### config.mk
export PLATFORM = sky130hd
export DESIGN_NAME = memory_access
export DESIGN_NICKNAME = d
export VERILOG_FILES = /design/src/rtl/riscv_pkg.sv /design/src/rtl/mem_lane_align.sv /design/src/rtl/memory_access.sv
export SDC_FILE = /design/constraint.sdc
export NUM_CORES = 1
export LEC_CHECK = 0
export BUFFER_PORTS_ARGS = -buffer_cell sky130_fd_sc_hd__buf_4
export CAP_MARGIN = 20
export CORE_UTILIZATION = 47
export CTS_CLUSTER_SIZE = 8
export DETAILED_ROUTE_END_ITERATION = 8
export PLACE_DENSITY_LB_ADDON = 0.25
export SLEW_MARGIN = 30
export SYNTH_ARGS = -nofsm -noshare
export SYNTH_HDL_FRONTEND = slang
export SYNTH_SLANG_ARGS = --single-unit
### constraint.sdc
create_clock -name ctrl_clk -period 2.3 [get_ports ctrl_clk]
set_input_delay 0.46 -clock ctrl_clk [delete_from_list [all_inputs] [get_ports ctrl_clk]]
set_output_delay 0.46 -clock ctrl_clk [all_outputs]
set_load 0.02 [all_outputs]
### src/rtl/riscv_pkg.sv
// rtl/riscv_pkg.sv - shared encodings for the memory-access stage
package riscv_pkg;

  // ctrl_mem_op encoding
  localparam logic [1:0] MEM_NONE  = 2'b00;
  localparam logic [1:0] MEM_LOAD  = 2'b01;
  localparam logic [1:0] MEM_STORE = 2'b10;
  localparam logic [1:0] MEM_RSVD  = 2'b11;

  // load/store width codes (stores reuse the low three load codes)
  localparam logic [2:0] F3_LB  = 3'b000;
  localparam logic [2:0] F3_LH  = 3'b001;
  localparam logic [2:0] F3_LW  = 3'b010;
  localparam logic [2:0] F3_LBU = 3'b100;
  localparam logic [2:0] F3_LHU = 3'b101;
  localparam logic [2:0] F3_SB  = 3'b000;
  localparam logic [2:0] F3_SH  = 3'b001;
  localparam logic [2:0] F3_SW  = 3'b010;

  // lane masks before shifting by the byte offset
  localparam logic [3:0] BE_BYTE = 4'b0001;
  localparam logic [3:0] BE_HALF = 4'b0011;
  localparam logic [3:0] BE_WORD = 4'b1111;

  typedef enum logic [1:0] {
    ST_IDLE = 2'b00,
    ST_REQ  = 2'b01,
    ST_DONE = 2'b10
  } state_e;

  // width code is defined for the direction and the offset is naturally aligned
  function automatic logic mem_legal(input logic is_store, input logic [2:0] f3,
                                     input logic [1:0] off);
    case (f3)
      F3_LB:   mem_legal = 1'b1;
      F3_LH:   mem_legal = !off[0];
      F3_LW:   mem_legal = (off == 2'b00);
      F3_LBU:  mem_legal = !is_store;
      F3_LHU:  mem_legal = !is_store && !off[0];
      default: mem_legal = 1'b0;
    endcase
  endfunction

endpackage

### src/rtl/mem_lane_align.sv
// rtl/mem_lane_align.sv - load extraction/extension and store lane replication
module mem_lane_align
  import riscv_pkg::*;
(
  input  logic [2:0]  funct3_i,
  input  logic [1:0]  off_i,
  input  logic [31:0] store_data_i,
  input  logic [31:0] rdata_i,
  output logic [31:0] wdata_o,
  output logic [3:0]  byte_en_o,
  output logic [31:0] load_data_o
);

  logic [7:0]  byte_sel;
  logic [15:0] half_sel;

  // pick the addressed lane of the read word and extend it; replicate store data
  always_comb begin
    byte_sel    = 8'(rdata_i >> {off_i, 3'b000});
    half_sel    = off_i[1] ? rdata_i[31:16] : rdata_i[15:0];
    load_data_o = rdata_i;
    wdata_o     = store_data_i;
    byte_en_o   = BE_WORD;
    case (funct3_i)
      F3_LB: begin
        load_data_o = {{24{byte_sel[7]}}, byte_sel};
        wdata_o     = {4{store_data_i[7:0]}};
        byte_en_o   = BE_BYTE << off_i;
      end
      F3_LH: begin
        load_data_o = {{16{half_sel[15]}}, half_sel};
        wdata_o     = {2{store_data_i[15:0]}};
        byte_en_o   = BE_HALF << off_i;
      end
      F3_LBU:  load_data_o = {24'h0, byte_sel};
      F3_LHU:  load_data_o = {16'h0, half_sel};
      default: ;
    endcase
  end

endmodule

### src/rtl/memory_access.sv
// rtl/memory_access.sv - pipeline memory stage with dcache handshake and writeback registers
module memory_access
  import riscv_pkg::*;
#(
  parameter int unsigned WAIT_LIMIT = 0
) (
  input  logic        ctrl_clk,
  input  logic        ctrl_rst_n,
  input  logic        ctrl_stall,
  input  logic [31:0] res,
  input  logic [31:0] store_data,
  input  logic [1:0]  ctrl_mem_op,
  input  logic [2:0]  ctrl_mem_funct3,
  input  logic        ctrl_is_nop,
  input  logic        ctrl_wb,
  input  logic [4:0]  rd,
  output logic [31:0] dcache_addr,
  output logic        dcache_req,
  output logic        dcache_wen,
  output logic [3:0]  dcache_byte_en,
  output logic [31:0] dcache_wdata,
  input  logic [31:0] dcache_rdata,
  input  logic        dcache_rdy,
  output logic        ctrl_mem_stall,
  output logic [31:0] wb_data_reg,
  output logic [4:0]  wb_rd_reg,
  output logic        ctrl_wb_reg,
  output logic        ctrl_mem_fault_reg
);

  localparam logic [15:0] LIM_C = 16'((WAIT_LIMIT > 0) ? WAIT_LIMIT - 1 : 0);

  state_e      state_q, state_d;
  logic        timeout;
  logic        req_q, wen_q, load_q, tout_q;
  logic [31:0] addr_q, wdata_q, res_q, rdata_q;
  logic [3:0]  be_q;
  logic [2:0]  f3_q;
  logic [1:0]  off_q;
  logic [4:0]  rd_q;
  logic [15:0] cnt_q;
  logic [31:0] wb_data_q;
  logic [4:0]  wb_rd_q;
  logic        wb_q, fault_q;

  logic        is_mem, is_store, legal, illegal, in_idle;
  logic [31:0] al_wdata, al_load;
  logic [3:0]  al_be;

  assign in_idle  = (state_q == ST_IDLE);
  assign is_mem   = !ctrl_is_nop && (ctrl_mem_op == MEM_LOAD || ctrl_mem_op == MEM_STORE);
  assign is_store = (ctrl_mem_op == MEM_STORE);
  assign legal    = is_mem && mem_legal(is_store, ctrl_mem_funct3, res[1:0]);
  assign illegal  = is_mem && !legal;

  // store path needs the live slot in IDLE; load path needs the latched access later
  mem_lane_align u_align (
    .funct3_i     (in_idle ? ctrl_mem_funct3 : f3_q),
    .off_i        (in_idle ? res[1:0] : off_q),
    .store_data_i (store_data),
    .rdata_i      (rdata_q),
    .wdata_o      (al_wdata),
    .byte_en_o    (al_be),
    .load_data_o  (al_load)
  );

  // next-state: issue, wait for rdy or the wait limit, then release on pipeline advance
  always_comb begin
    state_d = state_q;
    timeout = 1'b0;
    case (state_q)
      ST_IDLE: if (legal) state_d = ST_REQ;
      ST_REQ: begin
        if (dcache_rdy) begin
          state_d = ST_DONE;
        end else if (WAIT_LIMIT != 0 && cnt_q == LIM_C) begin
          state_d = ST_DONE;
          timeout = 1'b1;
        end
      end
      ST_DONE: if (!ctrl_stall) state_d = ST_IDLE;
      default: state_d = ST_IDLE;
    endcase
  end

  // state register
  always_ff @(posedge ctrl_clk) begin
    if (!ctrl_rst_n) state_q <= ST_IDLE;
    else             state_q <= state_d;
  end

  // latch the access on entry to REQ, count wait cycles, capture rdata on completion
  always_ff @(posedge ctrl_clk) begin
    if (!ctrl_rst_n) begin
      req_q   <= 1'b0;
      addr_q  <= '0;
      wen_q   <= 1'b0;
      be_q    <= '0;
      wdata_q <= '0;
      f3_q    <= '0;
      off_q   <= '0;
      res_q   <= '0;
      rd_q    <= '0;
      load_q  <= 1'b0;
      cnt_q   <= '0;
      rdata_q <= '0;
      tout_q  <= 1'b0;
    end else begin
      req_q <= (state_d == ST_REQ);
      if (in_idle && legal) begin
        addr_q  <= {res[31:2], 2'b00};
        wen_q   <= is_store;
        be_q    <= is_store ? al_be : 4'b0000;
        wdata_q <= is_store ? al_wdata : 32'h0;
        f3_q    <= ctrl_mem_funct3;
        off_q   <= res[1:0];
        res_q   <= res;
        rd_q    <= rd;
        load_q  <= !is_store;
        cnt_q   <= '0;
        tout_q  <= 1'b0;
      end
      if (state_q == ST_REQ) begin
        cnt_q  <= cnt_q + 16'd1;
        tout_q <= timeout;
        if (dcache_rdy) rdata_q <= dcache_rdata;
      end
    end
  end

  // writeback registers advance only with the pipeline
  always_ff @(posedge ctrl_clk) begin
    if (!ctrl_rst_n) begin
      wb_data_q <= '0;
      wb_rd_q   <= '0;
      wb_q      <= 1'b0;
      fault_q   <= 1'b0;
    end else if (!ctrl_stall) begin
      if (state_q == ST_DONE) begin
        wb_data_q <= (load_q && !tout_q) ? al_load : res_q;
        wb_rd_q   <= rd_q;
        wb_q      <= load_q && !tout_q;
        fault_q   <= tout_q;
      end else if (in_idle && !legal) begin
        wb_data_q <= res;
        wb_rd_q   <= rd;
        wb_q      <= ctrl_wb && !ctrl_is_nop && !illegal;
        fault_q   <= illegal;
      end
    end
  end

  assign ctrl_mem_stall     = (in_idle && legal) || (state_q == ST_REQ);
  assign dcache_req         = req_q;
  assign dcache_addr        = addr_q;
  assign dcache_wen         = wen_q;
  assign dcache_byte_en     = be_q;
  assign dcache_wdata       = wdata_q;
  assign wb_data_reg        = wb_data_q;
  assign wb_rd_reg          = wb_rd_q;
  assign ctrl_wb_reg        = wb_q;
  assign ctrl_mem_fault_reg = fault_q;

endmodule
## Word level (Yosys, flattened, before mapping)

Cells that the tools add are included.

| cells by class | value |
|---|---|
| reductions and logical operators | 22 |
| bitwise logic cells | 1 |
| shifts and indexed selects | 3 |
| muxes and demuxes | 22 |
| equal/unequal tests | 12 |

Operators with widths:

| cell | number |
|---|---|
| 32-bit 2-to-1 mux | 4 |
| 32-bit case mux with 4 select lines | 1 |
| 32-bit case mux with 2 select lines | 1 |
| 32-bit by 5-bit >> shifter with 8-bit output | 1 |
| 16-bit 2-to-1 mux | 1 |
| 3-bit equality test, second input constant | 4 |
| 5-bit 2-to-1 mux | 2 |
| 1-bit logical AND | 8 |
| 2-bit 2-to-1 mux | 4 |
| 4-bit case mux with 2 select lines | 1 |
| 2-bit by 1-bit equality test with 1-bit output, second input constant | 3 |
| 3-bit by 1-bit equality test with 1-bit output, second input constant | 2 |
| 3-bit zero test | 2 |
| 2-bit case mux with 3 select lines | 1 |
| 1-bit zero test | 5 |
| 1-bit case mux with 5 select lines | 1 |
| 2-bit equality test, second input constant | 2 |
| 2-bit zero test | 2 |
| 1-bit 2-to-1 mux | 4 |
| 4-bit 2-to-1 mux | 1 |
| 2-bit AND reduction | 2 |
| 1-bit by 2-bit left shift with 4-bit output, first input constant | 1 |
| 2-bit by 2-bit left shift with 4-bit output, first input constant | 1 |
| 3-bit by 2-bit equality test with 1-bit output, second input constant | 1 |
| other kinds (4) | 5 |

| storage, ports and cells | value |
|---|---|
| logic and storage cells | 76 |
| output and inout port bits | 110 |
| bits of input ports | 112 |
| register bits | 184 |

## Depth between registers and ports, before layout

Gate-level depths: netlist of run 1.

| logic depth | value |
|---|---|
| depth after elaboration | 11 |
| mapped depth | 10 |
| mapped depth without buffers | 7 |

## Cells and area by module

A second synthesis of run 1 with hierarchy kept.

| unflattened totals | value |
|---|---|
| cells, all modules | 946 |
| area total of the unflattened synthesis | 7812.5 um^2 |

Modules (own cells, without submodules):

| module | sequential area each (um^2) | area an instance (um^2) | cells each | instances |
|---|---|---|---|---|
| memory_access | 3042.9 | 6510.0 | 770 | 1 |
| mem_lane_align | 0.0 | 1302.5 | 176 | 1 |

## Least setup slack after synthesis of run 1

No wires, ideal clock.

| path | value |
|---|---|
| kind | input port to flip-flop |
| start point | in ctrl_mem_op[0] |
| end point | reg wb_data_q[7] (netlist: wb_data_reg[7]) |
| data arrival time | 2.085 ns |
| path buffers | 2 |
| path slack | 0.073 ns |
| library setup time | 0.141 ns |
| data required time | 2.159 ns |
| stages on the path | 9 |
| path through | inv_1 ha_1 clkbuf_1 a221o_1 a211o_1 and2_1 clkbuf_1 mux2i_1 o32ai_1 |

| between the ends | value |
|---|---|
| cells in the longest elaborated chain, start to end | 9 |
| elaborated cells between the ends (all ways) | 12 |
| classes of those cells | eq/ne: 2; mux: 1; reduce/logical: 9 |

RTL lines:

| what | RTL line | RTL |
|---|---|---|
| start: declaration | memory_access.sv:12 | `input logic [1:0] ctrl_mem_op,` |
| 2-bit equality test * | memory_access.sv:52 | `assign is_store = (ctrl_mem_op == MEM_STORE);` |
| net is_store | memory_access.sv:46 | `logic is_mem, is_store, legal, illegal, in_idle;` |
| 1-bit zero test | riscv_pkg.sv:38, riscv_pkg.sv:39 |  |
| 1-bit logical AND | riscv_pkg.sv:39 | `F3_LHU: mem_legal = !is_store && !off[0];` |
| 1-bit case mux with 5 select lines | riscv_pkg.sv:34 | `case (f3)` |
| 1-bit logical AND * | memory_access.sv:53 | `assign legal = is_mem && mem_legal(is_store, ctrl_mem_funct3, res[1:0]);` |
| 1-bit zero test * | memory_access.sv:144 | `end else if (in_idle && !legal) begin` |
| 1-bit logical AND * | memory_access.sv:144 |  |
| 2-bit nonzero test (no source line) * | n/a |  |
| 2-bit AND reduction (no source line) * | n/a |  |
| end signal: assignment | memory_access.sv:140 | `wb_data_q <= (load_q && !tout_q) ? al_load : res_q;` |
| end signal: assignment | memory_access.sv:145 | `wb_data_q <= res;` |
| end: declaration | memory_access.sv:42 | `logic [31:0] wb_data_q;` |

The timed path passes the listed nets; every way through them passes the cells marked *.
A chain may end at the register's enable or synchronous reset.

## Final worst setup path of run 1

| path | value |
|---|---|
| start point | in ctrl_mem_op[0] |
| end point | out ctrl_mem_stall |

| between the ends | value |
|---|---|
| cells in the longest elaborated chain, start to end | 7 |
| elaborated cells between the ends (all ways) | 10 |
| classes of those cells | eq/ne: 2; mux: 1; reduce/logical: 7 |

RTL lines:

| what | RTL line | RTL |
|---|---|---|
| 2-bit equality test | memory_access.sv:51, memory_access.sv:52 |  |
| 1-bit zero test | riscv_pkg.sv:38, riscv_pkg.sv:39 |  |
| 1-bit logical AND | riscv_pkg.sv:39 |  |
| 1-bit case mux with 5 select lines | riscv_pkg.sv:34 |  |
| 1-bit logical AND * | memory_access.sv:53 |  |
| 1-bit logical AND * | memory_access.sv:153 | `assign ctrl_mem_stall = (in_idle && legal) \|\| (state_q == ST_REQ);` |
| 1-bit logical OR * | memory_access.sv:153 |  |
| end: declaration | memory_access.sv:24 | `output logic ctrl_mem_stall,` |

Mark *: on every way between the ends. The rest lies on a longest branch, timed or not.

==> impl_metrics.prom, run 1 <==
# TYPE chip_impl_metric gauge
chip_impl_metric{name="drc",unit=""} 0
chip_impl_metric{name="synth_seq_cells",unit=""} 152
chip_impl_info{name="end_kind",value="output pin"} 1
chip_impl_metric{name="vias_in_the_first_global_route",unit=""} 7464
chip_impl_info{name="cp-start-kind",value="primary input"} 1
chip_impl_metric{name="mapped_cell_area",unit="um^2"} 7332
chip_impl_info{name="min_delay_startpoint",value="store_data[24]"} 1
chip_impl_metric{name="comb_power_share",unit=""} 0.168
chip_impl_metric{name="min_period_over_period",unit=""} 0.9792
chip_impl_metric{name="dp_worst_setup_slack",unit="ps"} -350.4
chip_impl_metric{name="p_seq_frac",unit=""} 0.413
chip_impl_metric{name="stdcell_count",unit=""} 1386
chip_impl_metric{name="clock_tree.buffer_depth",unit=""} 2
chip_impl_metric{name="globalRouteMet2Util",unit=""} 0.4855
chip_impl_metric{name="cts_hold_buffers",unit=""} 0
chip_impl_metric{name="dp_hpwl",unit="um"} 17350
chip_impl_info{name="r2r_start",value="state_q[0]"} 1
chip_impl_metric{name="core_area",unit="um^2"} 15200
chip_impl_info{name="critical_path.top_delay_family",value="simple AND/OR/NAND/NOR gates"} 1
chip_impl_metric{name="path_clk_slew",unit="ps"} 60
chip_impl_metric{name="grt_use_met1",unit=""} 0.3999
chip_impl_metric{name="vias_after_detailed_routing",unit=""} 7966
chip_impl_metric{name="totalPowerFinal",unit="W"} 0.006801
chip_impl_metric{name="p_leak",unit="nW"} 4.136
chip_impl_metric{name="yosysSeqAreaShare",unit=""} 0.4150
chip_impl_info{name="crit_chain",value="buf_4, inv_1, ha_4, or2_2, buf_4, a21oi_4, nor2_1, nor2_2, buf_6"} 1
chip_impl_metric{name="grt.overflow.total",unit=""} 0
chip_impl_metric{name="critPathMaxStageDelay",unit="ps"} 300
chip_impl_metric{name="gp_routability_congestion",unit=""} 0.9391
chip_impl_metric{name="drt_iter0_drc",unit=""} 734
chip_impl_metric{name="chipHeight",unit="um"} 126.9
chip_impl_metric{name="worstPathMaxFanout",unit=""} 3
chip_impl_metric{name="tritoncts.num_buffers",unit=""} 17
chip_impl_metric{name="worst-endpoint-required",unit="ps"} 1840
chip_impl_metric{name="largest_net_degree_at_the_start_of_global_routing",unit=""} 48
chip_impl_info{name="holdCritPathClass",value="primary input to flip-flop"} 1
chip_impl_metric{name="max_slew_headroom_at_the_worst_pin",unit=""} 0.6006
chip_impl_metric{name="yosys.area.top_type_share",unit=""} 0.4150
chip_impl_info{name="ys_top_cells_by_area",value="sky130_fd_sc_hd__dfxtp_1, sky130_fd_sc_hd__nand2_1, sky130_fd_sc_hd__a21oi_1"} 1
chip_impl_metric{name="grt_pass1_wl",unit="um"} 38390
chip_impl_metric{name="fp.dieArea",unit="um^2"} 16100
chip_impl_info{name="synthMostInstantiatedCell",value="sky130_fd_sc_hd__nand2_1"} 1
chip_impl_metric{name="switching_share",unit=""} 0.2692
chip_impl_metric{name="initial_antenna_violation_count",unit=""} 0
chip_impl_metric{name="grt_use_met3",unit=""} 0.06790
chip_impl_metric{name="vias_per_cell",unit=""} 5.747
chip_impl_info{name="top_usage_layer",value="met2"} 1
chip_impl_info{name="worst_path_max_delay_cell",value="sky130_fd_sc_hd__or2_2"} 1
chip_impl_metric{name="clkLatencyLatePin",unit="ps"} 440
chip_impl_metric{name="n_antenna_cell",unit=""} 0
chip_impl_metric{name="detail_route.wl_per_cell",unit="um"} 17.53
chip_impl_metric{name="finalHoldViolations",unit=""} 0
chip_impl_info{name="yosysTopAreaCell",value="sky130_fd_sc_hd__dfxtp_1"} 1
chip_impl_metric{name="final_util",unit=""} 0.6701
chip_impl_metric{name="count_of_h_tree_levels_built_during_cts",unit=""} 4
chip_impl_metric{name="drtPass1Iterations",unit=""} 5
chip_impl_metric{name="die_x",unit="um"} 126.9
chip_impl_metric{name="port_buffers",unit=""} 219
chip_impl_metric{name="setup-violations-final",unit=""} 0
chip_impl_metric{name="overall_fraction_of_global_route_tracks_in_use",unit=""} 0.3040
chip_impl_info{name="post_synth_most_frequent_cells",value="sky130_fd_sc_hd__nand2_1, sky130_fd_sc_hd__dfxtp_1, sky130_fd_sc_hd__a21oi_1, sky130_fd_sc_hd__clkbuf_1, sky130_fd_sc_hd__nor2_1"} 1
chip_impl_metric{name="clock_skew",unit="ps"} 10.69
chip_impl_metric{name="yosys_warnings",unit=""} 0
chip_impl_metric{name="r2r_setup_slack",unit="ps"} 120
chip_impl_metric{name="internal",unit="W"} 0.004971
chip_impl_metric{name="fp-row-count",unit=""} 45
chip_impl_metric{name="route.final.wire_length",unit="um"} 24300
chip_impl_metric{name="postSynthCellCount",unit=""} 950
chip_impl_metric{name="worst_ep_arrival_time",unit="ps"} 1790
chip_impl_metric{name="tightest_slew",unit="ps"} 599.2
chip_impl_metric{name="final_report_max_slew_violation_count",unit=""} 0
chip_impl_metric{name="syn-mean-instance-area",unit="um^2"} 7.718
chip_impl_metric{name="layout_min_cycle_time",unit="ps"} 2252
chip_impl_info{name="outcome",value="finished, final reports clean"} 1
chip_impl_metric{name="worst_ir_drop_vdd",unit="mV"} 0.5391
chip_impl_info{name="crit_type",value="primary input to output pin"} 1
chip_impl_metric{name="design.final.nets",unit=""} 1298
chip_impl_metric{name="max-cap-violations",unit=""} 0
chip_impl_info{name="postSynth.topFlopCell",value="sky130_fd_sc_hd__dfxtp_1"} 1
chip_impl_metric{name="setup_slack",unit="ps"} 47.76
chip_impl_metric{name="cell_count_after_placement",unit=""} 1353
chip_impl_info{name="cts.root.buffer_cell",value="sky130_fd_sc_hd__clkbuf_16"} 1
chip_impl_metric{name="i_o_pins",unit=""} 222
chip_impl_metric{name="timing.critical_path.buf_inv",unit=""} 4
chip_impl_info{name="worst_r2r_endpoint",value="wb_data_reg[5]"} 1
chip_impl_metric{name="area_growth_syn_to_layout",unit="%"} 38.94
chip_impl_metric{name="clock_power_share",unit=""} 0.420
chip_impl_metric{name="cts_num_sinks",unit=""} 152
chip_impl_metric{name="drt.antenna.violating_nets",unit=""} 0
chip_impl_metric{name="async_reset_ff_frac",unit=""} 0
chip_impl_metric{name="unique_masters_post_synth",unit=""} 60
chip_impl_metric{name="holdPathStages",unit=""} 3
chip_impl_metric{name="critical_path_cell_count",unit=""} 9
chip_impl_metric{name="setup_tns",unit="ps"} 0
chip_impl_metric{name="net-switching-power",unit="W"} 0.001831
chip_impl_info{name="cts_tree",value="done"} 1
chip_impl_metric{name="worst_reg2reg_path_depth",unit=""} 7
chip_impl_metric{name="maxClockFrequency",unit="MHz"} 444.0
chip_impl_info{name="grt_setup_unrepaired",value="false"} 1
chip_impl_metric{name="drive_above_1_share",unit=""} 0.3255
chip_impl_info{name="cp_common_cell",value="sky130_fd_sc_hd__buf_4"} 1
chip_impl_metric{name="synth_enable_flop_cells",unit=""} 0
chip_impl_metric{name="initial_core_util",unit=""} 0.4823
chip_impl_metric{name="power-per-cell-area",unit="nW/um^2"} 667.6
chip_impl_info{name="hold_end",value="dcache_wdata[24]"} 1
[power groups by stage]
| stage | Sequential [W] | Clock, W | Combinational, W |
|---|---|---|---|
| finish | 0.00281 | 0.00285 | 0.00114 |
| global route | 0.00281 | 0.00300 | 0.00123 |
| CTS | 0.00280 | 0.00289 | 0.00113 |
| detailed placement | 0.00286 | 0 | 0.00112 |
| global placement | 0.00286 | 0 | 0.00111 |
| floorplan | 0.00293 | 0 | 0.000511 |
[worst max path at each step]
stage	startpoint	to	slack, ps
after floorplan	ctrl_mem_op[0]	wb_data_reg[7]	70
after global placement	ctrl_mem_op[0]	wb_data_reg[19]	-270
after detailed placement	ctrl_mem_op[0]	wb_data_reg[16]	-350
after CTS	ctrl_mem_op[0]	ctrl_mem_stall	30
after global routing	ctrl_mem_op[0]	ctrl_mem_stall	5
final	ctrl_mem_op[0]	ctrl_mem_stall	50
[logic make-up (layout without fill, tap and decap cells)]
group	Yosys count	after routing	synth area share
simple gates	393	393	0.2311
compound gates	290	290	0.2647
flops	152	152	0.4150
buf+inv	91	338	0.05529
mux	22	22	0.03174
fa+ha+maj	1	1	0.001706
other cells	1	2	0.0005115
[worst register-to-register path, stage by stage (launching register included)]
cell,delay [ps]
sky130_fd_sc_hd__dfxtp_2,380
sky130_fd_sc_hd__buf_4,160
sky130_fd_sc_hd__or2_1,250
sky130_fd_sc_hd__buf_4,200
sky130_fd_sc_hd__a21o_1,250
sky130_fd_sc_hd__a211oi_1,330
sky130_fd_sc_hd__o21ai_0,220
sky130_fd_sc_hd__a31o_2,290
[per-layer routing]
metal	vias to the layer above	part of all wire
li1	3837	-
met1	3714	0.42
met2	367	0.47
met3	48	0.082
met4	0	0.026
met5	-	0
[final cells by class]
type | count | area (um^2)
fill | 1322 | 5015
multi-input combinational | 708 | 3956
sequential | 152 | 3045
timing repair buffer | 296 | 2313
clock buffer | 20 | 446.7
tap | 188 | 235.2
clock inverter | 12 | 150.1
inverter | 10 | 40.04
[timing repair]
action,CTS,global route
setup endpoints to repair,17,5
pin swaps,2,1
setup buffers,1,0
gates resized for setup,4,5
endpoints found under the hold margin,0,0
[through the flow]
stage | hold WS (ps) | cell area [um^2]
floorplan | 436.6 | 7336
global placement | 436.0 | 9534
detailed placement | 441.7 | 9534
CTS | 249.4 | 10170
global route | 261.7 | 10190
finish | 262.6 | 10190
[layout by cell type (no fill, tap or decap), drive strengths merged, types with 17 or more instances in the layout]
cell,n
a221oi,17
o211ai,19
nor2,53
nand2,246
o21ai,41
a21oi,126
nand3,40
clkbuf,20
a211oi,18
buf,296
dfxtp,152
(Power assumes the default switching activity.)
==> run 2, diff against run 1 <==
--- a/config.mk
+++ b/config.mk
@@ -7,8 +7,9 @@
 export LEC_CHECK = 0
 export BUFFER_PORTS_ARGS = -buffer_cell sky130_fd_sc_hd__buf_4
 export CAP_MARGIN = 20
+export CORE_ASPECT_RATIO = 1.2
 export CORE_UTILIZATION = 47
-export CTS_CLUSTER_SIZE = 8
+export CTS_CLUSTER_SIZE = 16
 export DETAILED_ROUTE_END_ITERATION = 8
 export PLACE_DENSITY_LB_ADDON = 0.25
 export SLEW_MARGIN = 30
==> run 2 against run 1 <==
Net effect:
- largest cell class unchanged
- wire length is 2.4% higher
- cell area is 1.4% higher
- sequential cell count stayed put
- die area hardly changed
- combinational power is 4% higher
- cell count is 1.4% higher
- register-to-register slack hardly changed
- sequential power hardly changed
- first-iteration DRC count is 8.4% lower
- highest routed layer unchanged
- core utilization is 1.2 points higher
- count of clock-buffer cells in the layout is 1 higher
==> impl_metrics.prom, run 2 (synthesis results as in run 1) <==
# TYPE chip_impl_metric gauge
chip_impl_metric{name="cts_num_sinks",unit=""} 152
chip_impl_info{name="crit_type",value="primary input to output pin"} 1
chip_impl_metric{name="drt_iter0_drc",unit=""} 672
chip_impl_info{name="cts.root.buffer_cell",value="sky130_fd_sc_hd__clkbuf_16"} 1
chip_impl_metric{name="largest_net_degree_at_the_start_of_global_routing",unit=""} 60
chip_impl_metric{name="drc",unit=""} 0
chip_impl_info{name="worst_path_max_delay_cell",value="sky130_fd_sc_hd__or2_2"} 1
chip_impl_metric{name="setup-violations-final",unit=""} 0
chip_impl_metric{name="critPathMaxStageDelay",unit="ps"} 300
chip_impl_metric{name="dp_hpwl",unit="um"} 17490
chip_impl_info{name="outcome",value="finished, final reports clean"} 1
chip_impl_info{name="crit_chain",value="buf_4, inv_2, ha_4, or2_2, buf_4, a21oi_4, nor2_1, nor2_1, buf_4"} 1
chip_impl_metric{name="fp.dieArea",unit="um^2"} 16110
chip_impl_info{name="leading_cell_types_in_the_layout_fill_and_taps_excluded",value="sky130_fd_sc_hd__buf_4, sky130_fd_sc_hd__nand2_1, sky130_fd_sc_hd__dfxtp_1"} 1
chip_impl_metric{name="clock_skew",unit="ps"} 9.643
chip_impl_metric{name="drt.antenna.violating_nets",unit=""} 0
chip_impl_metric{name="n_antenna_cell",unit=""} 0
chip_impl_metric{name="cell_count_after_placement",unit=""} 1374
chip_impl_metric{name="design.final.nets",unit=""} 1303
chip_impl_info{name="critical_path.startpoint",value="ctrl_mem_op[0]"} 1
chip_impl_metric{name="path_clk_slew",unit="ps"} 70
chip_impl_metric{name="grt_pass1_wl",unit="um"} 38360
chip_impl_metric{name="initial_antenna_violation_count",unit=""} 0
chip_impl_metric{name="clock_tree.buffer_depth",unit=""} 2
chip_impl_metric{name="detail_route.wl_per_cell",unit="um"} 17.69
chip_impl_metric{name="worst_ir_drop_vdd",unit="mV"} 0.4780
chip_impl_metric{name="seqCellArea",unit="um^2"} 3044
chip_impl_metric{name="overall_fraction_of_global_route_tracks_in_use",unit=""} 0.3060
chip_impl_metric{name="vias_per_cell",unit=""} 5.737
chip_impl_metric{name="clkLatencyLatePin",unit="ps"} 430
chip_impl_metric{name="finalHoldViolations",unit=""} 0
chip_impl_metric{name="cts_hold_buffers",unit=""} 0
chip_impl_metric{name="n_fill_cell",unit=""} 1276
chip_impl_info{name="end_kind",value="output pin"} 1
chip_impl_metric{name="max_slew_headroom_at_the_worst_pin",unit=""} 0.4838
chip_impl_metric{name="maxClockFrequency",unit="MHz"} 444.5
chip_impl_metric{name="initial_core_util",unit=""} 0.4842
chip_impl_info{name="critical_path.top_delay_family",value="buffers and inverters"} 1
chip_impl_metric{name="timing.critical_path.buf_inv",unit=""} 4
chip_impl_info{name="min_delay_startpoint",value="store_data[26]"} 1
chip_impl_metric{name="tightest_slew",unit="ps"} 769.7
chip_impl_metric{name="route.final.wire_length",unit="um"} 24870
chip_impl_metric{name="vias_after_detailed_routing",unit=""} 8066
chip_impl_metric{name="die_x",unit="um"} 116.0
chip_impl_metric{name="min_period_over_period",unit=""} 0.9780
chip_impl_metric{name="fp-row-count",unit=""} 49
chip_impl_metric{name="final_util",unit=""} 0.6824
chip_impl_metric{name="core_area",unit="um^2"} 15140
chip_impl_metric{name="drtPass1Iterations",unit=""} 7
chip_impl_metric{name="totalPowerFinal",unit="W"} 0.006786
chip_impl_info{name="cts_tree",value="done"} 1
chip_impl_metric{name="p_leak",unit="nW"} 4.182
chip_impl_metric{name="stdcell_count",unit=""} 1406
chip_impl_metric{name="drive_above_1_share",unit=""} 0.3278
chip_impl_metric{name="count_of_h_tree_levels_built_during_cts",unit=""} 4
chip_impl_metric{name="port_buffers",unit=""} 219
chip_impl_metric{name="multi_input_comb_area",unit="um^2"} 3973
chip_impl_metric{name="worst-endpoint-required",unit="ps"} 1840
chip_impl_info{name="cp_common_cell",value="sky130_fd_sc_hd__buf_4"} 1
chip_impl_metric{name="worstPathMaxFanout",unit=""} 3
chip_impl_metric{name="final_report_max_slew_violation_count",unit=""} 0
chip_impl_metric{name="tritoncts.num_buffers",unit=""} 17
chip_impl_info{name="most_common_cell_after_layout_fill_and_taps_aside",value="sky130_fd_sc_hd__buf_4"} 1
chip_impl_info{name="cp-start-kind",value="primary input"} 1
chip_impl_metric{name="i_o_pins",unit=""} 222
chip_impl_metric{name="chipHeight",unit="um"} 138.8
chip_impl_metric{name="whs",unit="ps"} 263.6
chip_impl_info{name="holdCritPathClass",value="primary input to flip-flop"} 1
chip_impl_metric{name="gp_routability_congestion",unit=""} 0.9047
chip_impl_metric{name="worst_ep_arrival_time",unit="ps"} 1790
chip_impl_metric{name="area_growth_syn_to_layout",unit="%"} 40.94
chip_impl_info{name="grt_setup_unrepaired",value="false"} 1
chip_impl_metric{name="grt.overflow.total",unit=""} 0
chip_impl_metric{name="vias_in_the_first_global_route",unit=""} 7575
chip_impl_metric{name="max-cap-violations",unit=""} 0
chip_impl_info{name="r2r_start",value="state_q[1]"} 1
chip_impl_metric{name="power-per-cell-area",unit="nW/um^2"} 656.7
chip_impl_metric{name="layout_min_cycle_time",unit="ps"} 2249
[run 2: changes by cell type in the layout (fill, tap and decap cells not counted), moves of 2 or more]
cell / delta
sky130_fd_sc_hd__nor2_2: -2
sky130_fd_sc_hd__buf_12: +7
sky130_fd_sc_hd__buf_4: -3
sky130_fd_sc_hd__clkbuf_8: +2
sky130_fd_sc_hd__clkinv_2: -3
sky130_fd_sc_hd__clkinvlp_4: +2
[run 2: area by class of cell]
cell class | instances | area share
Multi-Input combinational cell | 709 | 0.3844
Sequential cell | 152 | 0.2946
Timing Repair Buffer | 300 | 0.2353
Clock buffer | 21 | 0.04553
Tap cell | 204 | 0.02470
Clock inverter | 10 | 0.01162
Inverter | 10 | 0.003875
[run 2: worst reg2reg max path: stages, from the launching register on]
cell and delay [ps]:
sky130_fd_sc_hd__dfxtp_1 590, sky130_fd_sc_hd__buf_4 200, sky130_fd_sc_hd__nor4b_2 50, sky130_fd_sc_hd__buf_4 170
sky130_fd_sc_hd__a21o_1 250, sky130_fd_sc_hd__a211oi_1 290, sky130_fd_sc_hd__o21ai_0 150, sky130_fd_sc_hd__buf_4 170
sky130_fd_sc_hd__a31o_2 220
[run 2: repair_timing]
item,in CTS,in global routing
gates cloned,0,1
gates resized for setup,3,4
endpoints found under the setup margin,10,12
pin swaps,0,4
setup buffers,0,1
[run 2: per-layer routing]
| layer | routed length (um) | up-vias | GRT usage |
|---|---|---|---|
| met4 | 843 | 0 | 0.1430 |
| met2 | 11930 | 384 | 0.4853 |
| met1 | 9917 | 3763 | 0.3857 |
| li1 | - | 3854 | - |
| met5 | 0 | - | 0 |
| met3 | 2184 | 65 | 0.07692 |
[run 2: worst paths after layout]
| check | end | slack, ps | depth (start not counted) |
|---|---|---|---|
| setup / recovery | ctrl_mem_stall | 50 | 9 |
| hold / removal | dcache_wdata[26] | 260 | 3 |
| setup reg to reg | wb_data_reg[4] | 120 | 8 |
| hold reg to reg | dcache_byte_en[3] | 450 | 2 |
[run 2: per-stage QoR]
step | instance area [um^2] | TNS (ps) | setup slack [ps]
floorplan | 7336 | 0 | 73.35
global placement | 9684 | -7205 | -292.3
detailed placement | 9696 | -7194 | -246.7
CTS | 10300 | 0 | 4.767
global route | 10330 | 0 | 2.608
finish | 10330 | 0 | 50.53
[run 2: where the power goes]
| group | internal [W] | switching (W) |
|---|---|---|
| sequential | 0.00273 | 0.0000730 |
| combinational | 0.000532 | 0.000650 |
| clock | 0.00168 | 0.00112 |
| total | 0.00494 | 0.00184 |
==> run 3, diff against run 2 <==
--- a/config.mk
+++ b/config.mk
@@ -8,7 +8,8 @@
 export BUFFER_PORTS_ARGS = -buffer_cell sky130_fd_sc_hd__buf_4
 export CAP_MARGIN = 20
 export CORE_ASPECT_RATIO = 1.2
-export CORE_UTILIZATION = 47
+export CORE_UTILIZATION = 48
+export CTS_BUF_LIST = sky130_fd_sc_hd__clkbuf_4
 export CTS_CLUSTER_SIZE = 16
 export DETAILED_ROUTE_END_ITERATION = 8
 export PLACE_DENSITY_LB_ADDON = 0.25
==> run 3 against run 2 <==
Net effect:
- cell count shrank 0.92%
- sequential share of layout area grew 1.6 points
- non-clock buffer count decreased by 13
- highest routed layer unchanged
- wire length decreased by 1.5%
- die area is 2.0% lower
- worst hold slack got worse by 130 ps
- worst setup slack gained 32 ps
==> impl_metrics.prom, run 3 (synthesis results as in run 1) <==
# TYPE chip_impl_metric gauge
chip_impl_info{name="outcome",value="finished, final reports clean"} 1
chip_impl_info{name="cts_tree",value="done"} 1
chip_impl_info{name="most_common_cell_after_layout_fill_and_taps_aside",value="sky130_fd_sc_hd__buf_4"} 1
chip_impl_info{name="crit_type",value="primary input to output pin"} 1
chip_impl_metric{name="drc",unit=""} 0
chip_impl_metric{name="area_growth_syn_to_layout",unit="%"} 33.79
chip_impl_metric{name="power-per-cell-area",unit="nW/um^2"} 549.6
chip_impl_metric{name="grt.overflow.total",unit=""} 0
chip_impl_info{name="leading_cell_types_in_the_layout_fill_and_taps_excluded",value="sky130_fd_sc_hd__buf_4, sky130_fd_sc_hd__nand2_1, sky130_fd_sc_hd__dfxtp_1"} 1
chip_impl_metric{name="clock_skew",unit="ps"} 24.88
chip_impl_metric{name="finalHoldViolations",unit=""} 0
chip_impl_metric{name="p_leak",unit="nW"} 3.956
chip_impl_metric{name="gp_routability_congestion",unit=""} 0.9112
chip_impl_metric{name="cell_count_after_placement",unit=""} 1360
chip_impl_metric{name="initial_antenna_violation_count",unit=""} 1
chip_impl_metric{name="initial_core_util",unit=""} 0.4901
chip_impl_metric{name="detail_route.wl_per_cell",unit="um"} 17.59
chip_impl_metric{name="max-cap-violations",unit=""} 0
chip_impl_metric{name="setup_slack",unit="ps"} 82.66
chip_impl_metric{name="dp_hpwl",unit="um"} 17500
chip_impl_metric{name="worstPathMaxFanout",unit=""} 2
chip_impl_metric{name="multi_input_comb_area",unit="um^2"} 3941
chip_impl_metric{name="cts_num_sinks",unit=""} 152
chip_impl_info{name="end_kind",value="output pin"} 1
chip_impl_info{name="holdCritPathClass",value="primary input to flip-flop"} 1
chip_impl_info{name="critical_path.startpoint",value="ctrl_mem_op[0]"} 1
chip_impl_metric{name="setup-violations-final",unit=""} 0
chip_impl_metric{name="clkLatencyLatePin",unit="ps"} 570
chip_impl_metric{name="layout_min_cycle_time",unit="ps"} 2217
chip_impl_metric{name="fp.dieArea",unit="um^2"} 15780
chip_impl_metric{name="overall_fraction_of_global_route_tracks_in_use",unit=""} 0.3076
chip_impl_metric{name="dp_worst_setup_slack",unit="ps"} -288.2
chip_impl_metric{name="tritoncts.num_buffers",unit=""} 17
chip_impl_metric{name="n_fill_cell",unit=""} 1357
chip_impl_metric{name="min_period_over_period",unit=""} 0.9641
chip_impl_metric{name="vias_after_detailed_routing",unit=""} 8065
chip_impl_metric{name="vias_in_the_first_global_route",unit=""} 7418
chip_impl_metric{name="max_slew_headroom_at_the_worst_pin",unit=""} 0.5211
chip_impl_info{name="cts.root.buffer_cell",value="sky130_fd_sc_hd__clkbuf_4"} 1
chip_impl_metric{name="largest_net_degree_at_the_start_of_global_routing",unit=""} 60
chip_impl_metric{name="route.final.wire_length",unit="um"} 24500
chip_impl_metric{name="chipHeight",unit="um"} 137.4
chip_impl_metric{name="worst-endpoint-required",unit="ps"} 1840
chip_impl_info{name="cp-start-kind",value="primary input"} 1
chip_impl_metric{name="whs",unit="ps"} 133.0
chip_impl_info{name="r2r_start",value="state_q[0]"} 1
chip_impl_metric{name="core_area",unit="um^2"} 14960
chip_impl_metric{name="worst_ep_arrival_time",unit="ps"} 1760
chip_impl_metric{name="drt.antenna.violating_nets",unit=""} 0
chip_impl_metric{name="worst_ir_drop_vdd",unit="mV"} 0.3250
chip_impl_metric{name="design.final.nets",unit=""} 1289
chip_impl_metric{name="maxClockFrequency",unit="MHz"} 451.0
chip_impl_metric{name="die_x",unit="um"} 114.8
chip_impl_metric{name="fp-row-count",unit=""} 49
chip_impl_metric{name="clock_tree.buffer_depth",unit=""} 2
chip_impl_metric{name="count_of_h_tree_levels_built_during_cts",unit=""} 4
chip_impl_metric{name="tightest_slew",unit="ps"} 718.3
chip_impl_metric{name="i_o_pins",unit=""} 222
chip_impl_metric{name="grt_pass1_wl",unit="um"} 37160
chip_impl_metric{name="drive_above_1_share",unit=""} 0.3131
chip_impl_metric{name="vias_per_cell",unit=""} 5.790
chip_impl_metric{name="stdcell_count",unit=""} 1393
chip_impl_metric{name="port_buffers",unit=""} 219
chip_impl_metric{name="path_clk_slew",unit="ps"} 130
chip_impl_metric{name="drt_iter0_drc",unit=""} 756
chip_impl_metric{name="drtPass1Iterations",unit=""} 6
chip_impl_info{name="min_delay_startpoint",value="dcache_rdata[20]"} 1
chip_impl_metric{name="final_report_max_slew_violation_count",unit=""} 0
chip_impl_metric{name="seqCellArea",unit="um^2"} 3043
-- run 3: cell count changes in the layout (fill, tap and decap cells not counted), sizes merged --
| cell | change |
|---|---|
| buf | -13 |
| clkinv | +9 |
| clkbuf | -4 |
| clkinvlp | -3 |
| bufinv | -1 |
| diode | +1 |
| inv | -1 |
| o31ai | -1 |
-- run 3: what timing repair did --
item	CTS	global route
setup endpoints to repair	16	21
buffers inserted	1	0
hold buffers	0	0
pin swaps	1	0
resized for setup	0	4
-- run 3: final timing paths --
| kind | slack, ps | cells past startpoint | to |
|---|---|---|---|
| worst min register to register | 450 | 2 | dcache_wdata[24] |
| worst max-delay path | 80 | 9 | ctrl_mem_stall |
| worst max register to register | 100 | 7 | wb_data_reg[17] |
| worst min-delay path | 130 | 3 | rdata_q[20] |
-- run 3: metal layers --
layer / share of wire / global-route usage / wire [um]
met1: 0.39 / 0.3783 / 9642
met2: 0.49 / 0.5141 / 12090
met3: 0.085 / 0.07259 / 2080
met4: 0.028 / 0.1320 / 685
met5: 0 / 0 / 0
-- run 3: worst max-delay path: stages --
cell and delay, ps:
sky130_fd_sc_hd__buf_4 90, sky130_fd_sc_hd__inv_1 30, sky130_fd_sc_hd__ha_1 210, sky130_fd_sc_hd__a221o_1 370, sky130_fd_sc_hd__buf_4 160, sky130_fd_sc_hd__a21oi_2 140, sky130_fd_sc_hd__nor2_1 50, sky130_fd_sc_hd__nor2_1 80
sky130_fd_sc_hd__buf_4 150
-- run 3: final cells by class --
| class | count | share of cell area |
|---|---|---|
| multi-input combinational | 708 | 0.4018 |
| sequential | 152 | 0.3102 |
| timing repair buffer | 287 | 0.2353 |
| tap | 204 | 0.02602 |
| clock buffer | 17 | 0.01301 |
| clock inverter | 14 | 0.009311 |
| inverter | 10 | 0.004082 |
| antenna | 1 | 0.0002551 |
-- run 3: report_power, final --
part	switching, W	leakage, nW	internal (W)	total, W
combinational	0.000641	2.60	0.000519	0.00116
sequential	0.0000747	1.23	0.00273	0.00280
clock	0.000933	0.119	0.000494	0.00143
-- run 3: per-stage QoR --
| stage | setup TNS [ps] | total power, W | utilization | instance area, um^2 |
|---|---|---|---|---|
| 6_report | 0 | 0.005391 | 0.6557 | 9809 |
| 5_1_grt | -19.83 | 0.005611 | 0.6557 | 9809 |
| 4_1_cts | 0 | 0.005399 | 0.6542 | 9787 |
| 3_5_place_dp | -4945 | 0.004001 | 0.6383 | 9548 |
| 3_3_place_gp | -5397 | 0.003986 | 0.6381 | 9545 |
| 2_1_floorplan | 0 | 0.003444 | - | 7336 |
